===== src/rtl/audio_i2s_pkg.sv =====
// Shared definitions for the I2S ADC receiver: receiver states, the I2S
// one-bit delay slot and the default captured sample width.
`timescale 1ns/1ps
package audio_i2s_pkg;

    localparam int unsigned DEFAULT_SAMPLE_BITS = 16;
    // Bit clocks between an LR-clock edge and the MSB of the new channel.
    localparam int unsigned I2S_DELAY           = 1;

    typedef enum logic [1:0] {
        ST_IDLE  = 2'd0,
        ST_LEFT  = 2'd1,
        ST_RIGHT = 2'd2
    } rx_state_t;

endpackage


===== src/rtl/i2s_sync.sv =====
// Two-flop synchronizer with an optional single-cycle rise pulse.
// Ports:
//   clk_i      system clock
//   rst_i      asynchronous active-high reset
//   async_i    asynchronous input
//   sync_o     synchronized level (registered)
//   rise_c_o   combinational pulse: sync_o went 0 -> 1 (0 when RISE_EN=0)
`timescale 1ns/1ps
module i2s_sync #(
    parameter bit RISE_EN = 1'b0
) (
    input  logic clk_i,
    input  logic rst_i,
    input  logic async_i,
    output logic sync_o,
    output logic rise_c_o
);

    logic [1:0] sync_q;

    // Metastability chain.
    always_ff @(posedge clk_i or posedge rst_i) begin
        if (rst_i) begin
            sync_q <= '0;
        end else begin
            sync_q <= {sync_q[0], async_i};
        end
    end

    assign sync_o = sync_q[1];

    if (RISE_EN) begin : g_rise
        logic prev_q;

        // Previous synchronized level for edge detection.
        always_ff @(posedge clk_i or posedge rst_i) begin
            if (rst_i) begin
                prev_q <= 1'b0;
            end else begin
                prev_q <= sync_q[1];
            end
        end

        assign rise_c_o = sync_q[1] & ~prev_q;
    end else begin : g_no_rise
        assign rise_c_o = 1'b0;
    end

endmodule


===== src/rtl/audio_i2s_rx.sv =====
// I2S ADC receiver: oversamples the codec bit clock, deserializes left and
// right words MSB first and presents them as a stereo pair on a valid/ready
// interface with a sticky overflow flag for dropped pairs.
// Ports:
//   clk, reset                         system clock, async active-high reset
//   audio_bclk/adclrc/adcdat           codec serial interface (asynchronous)
//   enable                             receiver enable
//   out_valid/out_ready                pair handshake
//   out_left/out_right [W-1:0]         stereo pair
//   overflow/clr_overflow              sticky drop flag and its clear
`timescale 1ns/1ps
module audio_i2s_rx
    import audio_i2s_pkg::*;
#(
    parameter int unsigned SAMPLE_BITS      = DEFAULT_SAMPLE_BITS,
    parameter int unsigned MIN_CLK_PER_BCLK = 4
) (
    input  logic                   clk,
    input  logic                   reset,
    input  logic                   audio_bclk,
    input  logic                   audio_adclrc,
    input  logic                   audio_adcdat,
    input  logic                   enable,
    output logic                   out_valid,
    input  logic                   out_ready,
    output logic [SAMPLE_BITS-1:0] out_left,
    output logic [SAMPLE_BITS-1:0] out_right,
    output logic                   overflow,
    input  logic                   clr_overflow
);

    localparam int unsigned W     = SAMPLE_BITS;
    localparam int unsigned CNT_W = $clog2(W + 1);
    localparam logic [CNT_W-1:0] CNT_FULL = CNT_W'(W);
    localparam logic [CNT_W-1:0] MSB_POS  = CNT_W'(W - 1);

    // Reject unsupported widths; a zero clk/bclk ratio is meaningless.
    if (SAMPLE_BITS < 8 || SAMPLE_BITS > 32 || MIN_CLK_PER_BCLK == 0) begin : g_bad_cfg
        $error("audio_i2s_rx: illegal parameter set");
    end

    logic bclk_rise_c;
    logic lrc_s;
    logic dat_s;
    logic bclk_s_unused;
    logic lrc_rise_unused;
    logic dat_rise_unused;

    i2s_sync #(.RISE_EN(1'b1)) u_sync_bclk (
        .clk_i(clk), .rst_i(reset), .async_i(audio_bclk),
        .sync_o(bclk_s_unused), .rise_c_o(bclk_rise_c)
    );
    i2s_sync #(.RISE_EN(1'b0)) u_sync_lrc (
        .clk_i(clk), .rst_i(reset), .async_i(audio_adclrc),
        .sync_o(lrc_s), .rise_c_o(lrc_rise_unused)
    );
    i2s_sync #(.RISE_EN(1'b0)) u_sync_dat (
        .clk_i(clk), .rst_i(reset), .async_i(audio_adcdat),
        .sync_o(dat_s), .rise_c_o(dat_rise_unused)
    );

    rx_state_t        state_q, state_d;
    logic             prev_lrc_q, prev_lrc_d;
    logic [CNT_W-1:0] bit_cnt_q, bit_cnt_d;
    logic [W-1:0]     shift_q, shift_d;
    logic [W-1:0]     left_hold_q, left_hold_d;
    logic             left_vld_q, left_vld_d;
    logic             out_valid_q, out_valid_d;
    logic [W-1:0]     out_left_q, out_left_d;
    logic [W-1:0]     out_right_q, out_right_d;
    logic             overflow_q, overflow_d;
    logic             word_done_c;
    logic [W-1:0]     word_c;
    logic             pair_form_c;

    // State and datapath registers.
    always_ff @(posedge clk or posedge reset) begin
        if (reset) begin
            state_q     <= ST_IDLE;
            prev_lrc_q  <= 1'b0;
            bit_cnt_q   <= '0;
            shift_q     <= '0;
            left_hold_q <= '0;
            left_vld_q  <= 1'b0;
            out_valid_q <= 1'b0;
            out_left_q  <= '0;
            out_right_q <= '0;
            overflow_q  <= 1'b0;
        end else begin
            state_q     <= state_d;
            prev_lrc_q  <= prev_lrc_d;
            bit_cnt_q   <= bit_cnt_d;
            shift_q     <= shift_d;
            left_hold_q <= left_hold_d;
            left_vld_q  <= left_vld_d;
            out_valid_q <= out_valid_d;
            out_left_q  <= out_left_d;
            out_right_q <= out_right_d;
            overflow_q  <= overflow_d;
        end
    end

    // Framing FSM, deserializer, pairing and output handshake.
    always_comb begin
        state_d     = state_q;
        prev_lrc_d  = prev_lrc_q;
        bit_cnt_d   = bit_cnt_q;
        shift_d     = shift_q;
        left_hold_d = left_hold_q;
        left_vld_d  = left_vld_q;
        out_valid_d = out_valid_q;
        out_left_d  = out_left_q;
        out_right_d = out_right_q;
        overflow_d  = overflow_q;
        word_done_c = 1'b0;
        word_c      = shift_q;
        pair_form_c = 1'b0;

        if (bclk_rise_c) begin
            prev_lrc_d = lrc_s;
            if (lrc_s != prev_lrc_q) begin
                // Delay slot: close a short word left-justified, start new channel.
                if (state_q != ST_IDLE && bit_cnt_q != CNT_FULL) begin
                    word_done_c = 1'b1;
                end
                bit_cnt_d = '0;
                shift_d   = '0;
                if (!lrc_s) begin
                    state_d = ST_LEFT;
                end else if (state_q == ST_LEFT) begin
                    state_d = ST_RIGHT;
                end else begin
                    state_d = ST_IDLE;
                end
            end else if (state_q != ST_IDLE && bit_cnt_q != CNT_FULL) begin
                // Place the bit at its MSB-first position; LSBs stay zero.
                shift_d   = shift_q | (W'(dat_s) << (MSB_POS - bit_cnt_q));
                bit_cnt_d = bit_cnt_q + CNT_W'(1);
                if (bit_cnt_d == CNT_FULL) begin
                    word_done_c = 1'b1;
                    word_c      = shift_d;
                end
            end
        end

        if (word_done_c) begin
            if (state_q == ST_LEFT) begin
                left_hold_d = word_c;
                left_vld_d  = 1'b1;
            end else if (left_vld_q) begin
                pair_form_c = 1'b1;
                left_vld_d  = 1'b0;
            end
        end

        if (!enable) begin
            state_d     = ST_IDLE;
            bit_cnt_d   = '0;
            shift_d     = '0;
            left_hold_d = '0;
            left_vld_d  = 1'b0;
            pair_form_c = 1'b0;
        end

        // Clear first so a same-cycle drop wins.
        if (clr_overflow) begin
            overflow_d = 1'b0;
        end

        if (pair_form_c) begin
            if (!out_valid_q || out_ready) begin
                out_valid_d = 1'b1;
                out_left_d  = left_hold_q;
                out_right_d = word_c;
            end else begin
                overflow_d = 1'b1;
            end
        end else if (out_valid_q && out_ready) begin
            out_valid_d = 1'b0;
        end
    end

    assign out_valid = out_valid_q;
    assign out_left  = out_left_q;
    assign out_right = out_right_q;
    assign overflow  = overflow_q;

endmodule


===== config.mk =====
export PLATFORM = sky130hd
export DESIGN_NAME = audio_i2s_rx
export DESIGN_NICKNAME = d
export VERILOG_FILES = /design/src/rtl/audio_i2s_pkg.sv /design/src/rtl/i2s_sync.sv /design/src/rtl/audio_i2s_rx.sv
export SDC_FILE = /design/constraint.sdc
export NUM_CORES = 1
export LEC_CHECK = 0
export CORE_MARGIN = 8
export CORE_UTILIZATION = 50
export CTS_CLUSTER_SIZE = 24
export DETAILED_ROUTE_END_ITERATION = 6
export HOLD_SLACK_MARGIN = 0.05
export PLACE_DENSITY_LB_ADDON = 0.15
export REMOVE_ABC_BUFFERS = 1
export SETUP_SLACK_MARGIN = 0.1
export SYNTH_ARGS = -nofsm -noshare
export SYNTH_HDL_FRONTEND = slang
export SYNTH_SLANG_ARGS = --single-unit

===== constraint.sdc =====
create_clock -name clk -period 3.1 [get_ports clk]
set_input_delay 0.465 -clock clk [delete_from_list [all_inputs] [get_ports clk]]
set_output_delay 0.465 -clock clk [all_outputs]
set_load 0.05 [all_outputs]

* Word-level counts from Yosys, hierarchy flattened *
Cells that the tools add are included.

storage, ports and cells
  output and inout port bits = 34
  logic and storage cells = 79
  bits in registers = 82
  bits of input ports = 8

operators by class
  add/subtract/negate cells = 2
  shift-type cells = 1
  equality and inequality tests = 10
  bitwise logic cells = 3
  reductions and logical operators = 11
  multiplexer cells = 38

operator list
  cell                   count
  $mux W16               11
  $mux W5                4
  $mux W1                18
  $or A16 B16 Y16        1
  $shl A1 B5 Y16         1
  $mux W2                5
  $ne A2 B1 Y1 const B   5
  $reduce_and A2 Y1      5
  $add A5 B1 Y5 const B  1
  $eq A5 B5 Y1 const B   1
  $ne A5 B5 Y1 const B   1
  $sub A4 B5 Y5 const A  1
  $reduce_bool A2 Y1     2
  $ne A3 B1 Y1 const B   1
  $eq A2 B1 Y1 const B   1
  $logic_and A1 B1 Y1    2
  $and A1 B1 Y1          1
  $logic_not A1 Y1       1
  $logic_or A1 B1 Y1     1
  $ne A1 B1 Y1           1
  $not A1 Y1             1

* Longest topological paths before layout *
  depth in word-level cells = 10
  depth in mapped cells = 8
  mapped depth without buffers = 7

* Modules after synthesis *
From an unflattened synthesis, not the netlist that was laid out.

second synthesis, totals
  cell total of the unflattened synthesis = 302
  area, all modules = 3711.1 um^2

modules (own cells, without submodules)
  module                     cells an instance  area each (um^2)  instances  sequential area each (um^2)
  audio_i2s_rx               287                3488.3            1          1876.8
  i2s_sync (u_sync_dat ...)  5                  65.1              2          50.0
  i2s_sync (u_sync_bclk)     5                  92.6              1          75.1

* Worst setup path after synthesis *
OpenSTA, ideal clock, no wires.

  kind = flip-flop to flip-flop
  start point = reg bit_cnt_q[0]
  end point = reg out_left_q[0], in the netlist out_left[0]
  arrival time = 2.314 ns
  slack = 0.661 ns
  path buffers = 1
  cell stages (with the launch flop) = 8
  setup time = 0.125 ns
  path through = dfrtp_1 ha_1 or3_1 o31ai_4 a31oi_4 nor4b_4 buf_8 mux2_4

between the ends
  longest elaborated chain between the ends = 9
  elaborated cells on any way between the ends = 12

RTL lines
  element                                 line                 source
  from (decl)                             audio_i2s_rx.sv:64   logic [CNT_W-1:0] bit_cnt_q, bit_cnt_d;
  from (signal assigned)                  audio_i2s_rx.sv:92   bit_cnt_q <= bit_cnt_d;
  $add A5 B1 Y5                           audio_i2s_rx.sv:138  bit_cnt_d = bit_cnt_q + CNT_W'(1);
  $eq A5 B5 Y1                            audio_i2s_rx.sv:139  if (bit_cnt_d == CNT_FULL) begin
  $mux W1                                 audio_i2s_rx.sv:139
  $mux W1                                 audio_i2s_rx.sv:135  end else if (state_q != ST_IDLE && bit_cnt_q != CNT_FULL) begin
  $mux W1 (*)                             audio_i2s_rx.sv:121  if (lrc_s != prev_lrc_q) begin
  $mux W1 (*)                             audio_i2s_rx.sv:119  if (bclk_rise_c) begin
  $mux W1 (*)                             audio_i2s_rx.sv:146  if (word_done_c) begin
  $mux W1 (*)                             audio_i2s_rx.sv:156  if (!enable) begin
  $reduce_and A2 Y1 (no source line) (*)  --
  to (signal assigned)                    audio_i2s_rx.sv:97   out_left_q <= out_left_d;
  to (decl)                               audio_i2s_rx.sv:69   logic [W-1:0] out_left_q, out_left_d;

Mark *: on every way between the ends. The rest lies on a longest branch, timed or not.
A chain may end at the register's enable or synchronous reset.

* Worst setup path in the final report *
  start point = reg bit_cnt_q[0]
  end point = reg out_left_q[14], in the netlist out_left[14]

Same word-level chain as after synthesis.

==> qor.yml <==
synth_area_leaders: "dfrtp_1 (57%), mux2_4 (12%), mux2i_1 (4.5%)"
drtIter0Drc: 77
cp-start-kind: "register"
r2r_end: "out_left[14]"
grt_pass1_vias: 2445
critical_path_class: "register to register"
ff2ff_setup_slack_ns: 0.51
synth_seq_area_share_pct: 57.2
dp_hpwl_um: 4860
fp.dieW_um: 101
grt_pass1_wl_um: 11800
synth_edf_count: 0
avgSynthCellArea_um2: 12.3
core_area_um2: 7100
hold_viol: 0
instances_no_fill: 444
postCtsSetupBuffers: 0
drt-vias-per-instance: 5.13
synth_area_um2: 3590
cp.arrival_ns: 2.83
finalMaxSlewViolations: 0
dieArea_um2: 10100
r2r-start: "bit_cnt_q[0]"
final.period_utilization_pct: 83.6
yosys.area_share.simple_pct: 12.8
drc: 0
drive_gt1_share_pct: 18.8
final_util_pct: 60.6
cp.required_ns: 3.34
async_flop_share_pct: 100
cts.sinks: 82
status: "completed"
worstMarginPinSlew_ns: 0.594
synth_top_area_cell: "dfrtp_1"
die_h_um: 101
finalSetupViolCount: 0
wl_um: 6850
nets: 351
antennaDiodeCount: 0
total_power_mw: 1.89
synth_xor_area_share_pct: 0.697
maxSlewHeadroom_pct: 60.1
fin_worst_skew_ns: 0.0115
setup_ws_ns: 0.509
hold_path_class: "register to register"
p_per_area_nw_per_um2: 439
h-tree-depth: 3
synth_adder_area_share_pct: 1.05
overflow: 0
synth-main-ff-cell: "dfrtp_1"
hold_buffers: 0
clk_latency_ns: 0.35
ios: 42
synth-compound-area-share_pct: 7.67
synth_top_family_by_area: "multiplexers"
grt_max_degree: 37
place.gp.congestion: 0.893
drv_cap: 0
crit_end: "out_left[14]"
period_minus_slack_ns: 2.59
ys_types: 46
port_buffers: 41
initial_core_util_pct: 50.6
dr.pass1.iters: 4
fp-row-count: 31
crit_path_start: "bit_cnt_q[0]"
rsz0062_at_grt: "false"
synth_top_area_share_pct: 57.2
cp-end-kind: "register"
peakVddDrop_uv: 201
synthMuxAreaShare_pct: 17.2
synth-seq-cells: 82
vias: 2279
leakagePower_nw: 1.88
placed_cells: 428
pre_cts_slack_ns: 0.527
grtUsageTotal_pct: 14.7
cts_resized: 0
syn_inst: 291
fmax_mhz: 386
syn2layout_area_growth_pct: 19.8
root_buffer: "clkbuf_8"
rr_worst_depth: 7
routedWlPerCell_um: 15.4
cp_max_fo: 16
cts_buffer_depth: 2
antenna_found_initial: 0
tritoncts: "yes"
cts_made_buffers: 9
ant_nets: 0
clk_pin_slew_worst_paths_ns: 0.08
synth-warning-count: 0
## worst max-delay path: stages (launching register included)
cell	delay, ns
dfrtp_1	0.47
ha_1	0.32
or3_1	0.38
o31ai_4	0.09
a31oi_4	0.16
nor4b_4	0.34
buf_4	0.35
mux2_2	0.37
## per-stage QoR
stage	hold slack (ns)	cell area, um2	setup TNS [ns]
3_5_place_dp	0.337	4120	0
2_1_floorplan	0.331	3510	-12.84
3_3_place_gp	0.333	4120	0
5_1_grt	0.377	4300	0
4_1_cts	0.364	4300	0
6_report	0.363	4300	0
## cells in the mapped netlist, types with 3 or more instances
cell type	number
buf_8	3
inv_1	11
nand2b_1	4
mux2i_1	16
o21ai_0	8
clkbuf_1	5
or3_1	5
dfrtp_1	82
a21oi_1	19
mux2_4	29
a31oi_1	3
and3_1	3
nand2_1	40
nor2b_1	3
nor3_1	4
nor2_1	21
ha_1	3
## layout by cell type, fill, tap and decap left out, types with 2 or more instances in the layout
| cell | count |
|---|---|
| inv_1 | 10 |
| nor3b_1 | 2 |
| nor2b_1 | 3 |
| or3_1 | 5 |
| nand2_1 | 40 |
| mux2_4 | 29 |
| mux2_2 | 2 |
| clkbuf_8 | 9 |
| clkinv_2 | 2 |
| nand2b_1 | 4 |
| inv_6 | 3 |
| and3_1 | 3 |
| mux2i_1 | 16 |
| o21ai_0 | 8 |
| nor3_1 | 4 |
| nor2_1 | 21 |
| buf_4 | 7 |
| ha_1 | 3 |
| a31oi_1 | 3 |
| clkdlybuf4s50_1 | 41 |
| dfrtp_1 | 82 |
| a21oi_1 | 19 |
## state kept, by name (all words and copies together) (netlist names)
name,cells
left_hold_q,16
out_left,16
out_right,16
shift_q,16
bit_cnt_q,5
state_q,2
u_sync_bclk.sync_q,2
u_sync_dat.sync_q,2
u_sync_lrc.sync_q,2
left_vld_q,1
out_valid,1
overflow,1
prev_lrc_q,1
u_sync_bclk.g_rise.prev_q,1
## worst min-delay path by stage
| stage | from | endpoint | cells past startpoint |
|---|---|---|---|
| 6_report | u_sync_dat.sync_q[0] | u_sync_dat.sync_q[1] | 0 |
| 5_1_grt | u_sync_dat.sync_q[0] | u_sync_dat.sync_q[1] | 0 |
| 4_1_cts | u_sync_lrc.sync_q[0] | u_sync_lrc.sync_q[1] | 0 |
| 3_5_place_dp | u_sync_lrc.sync_q[0] | u_sync_lrc.sync_q[1] | 0 |
| 3_3_place_gp | u_sync_lrc.sync_q[0] | u_sync_lrc.sync_q[1] | 0 |
| 2_1_floorplan | u_sync_bclk.sync_q[0] | u_sync_bclk.sync_q[1] | 0 |
## logic make-up (layout without fill, tap and decap cells)
| logic type | count (synthesis) | after routing |
|---|---|---|
| buf+inv | 22 | 76 |
| xor+xnor | 2 | 2 |
| mux | 47 | 47 |
| fa+ha+maj | 3 | 3 |
| flops | 82 | 82 |
| compound gates | 42 | 42 |
| simple gates | 93 | 93 |
## area by class of cell
class | count | area (um2)
Fill cell | 587 | 2800
Sequential cell | 82 | 2050
Multi-Input combinational cell | 187 | 1410
Timing Repair Buffer | 49 | 483
Clock buffer | 9 | 124
Tap cell | 99 | 124
Clock inverter | 7 | 58.8
Inverter | 11 | 42.5
## routing by layer
metal,routed length [um],share of wire (%),vias to the layer above,track usage [%]
met5,0,0,-,0
met4,129,1.9,0,6.51
met3,232,3.4,13,2.69
met2,3320,48,33,23.9
met1,3170,46,1130,18.5
li1,-,-,1103,-
## power breakdown
part	switching, mW	internal, mW	total, mW	leakage, nW
clock network	0.413	0.305	0.718	0.0925
registers	0.00628	1.08	1.08	1.12
logic	0.0585	0.0269	0.0854	0.668
No activity file was read; power rests on OpenSTA's default activity.
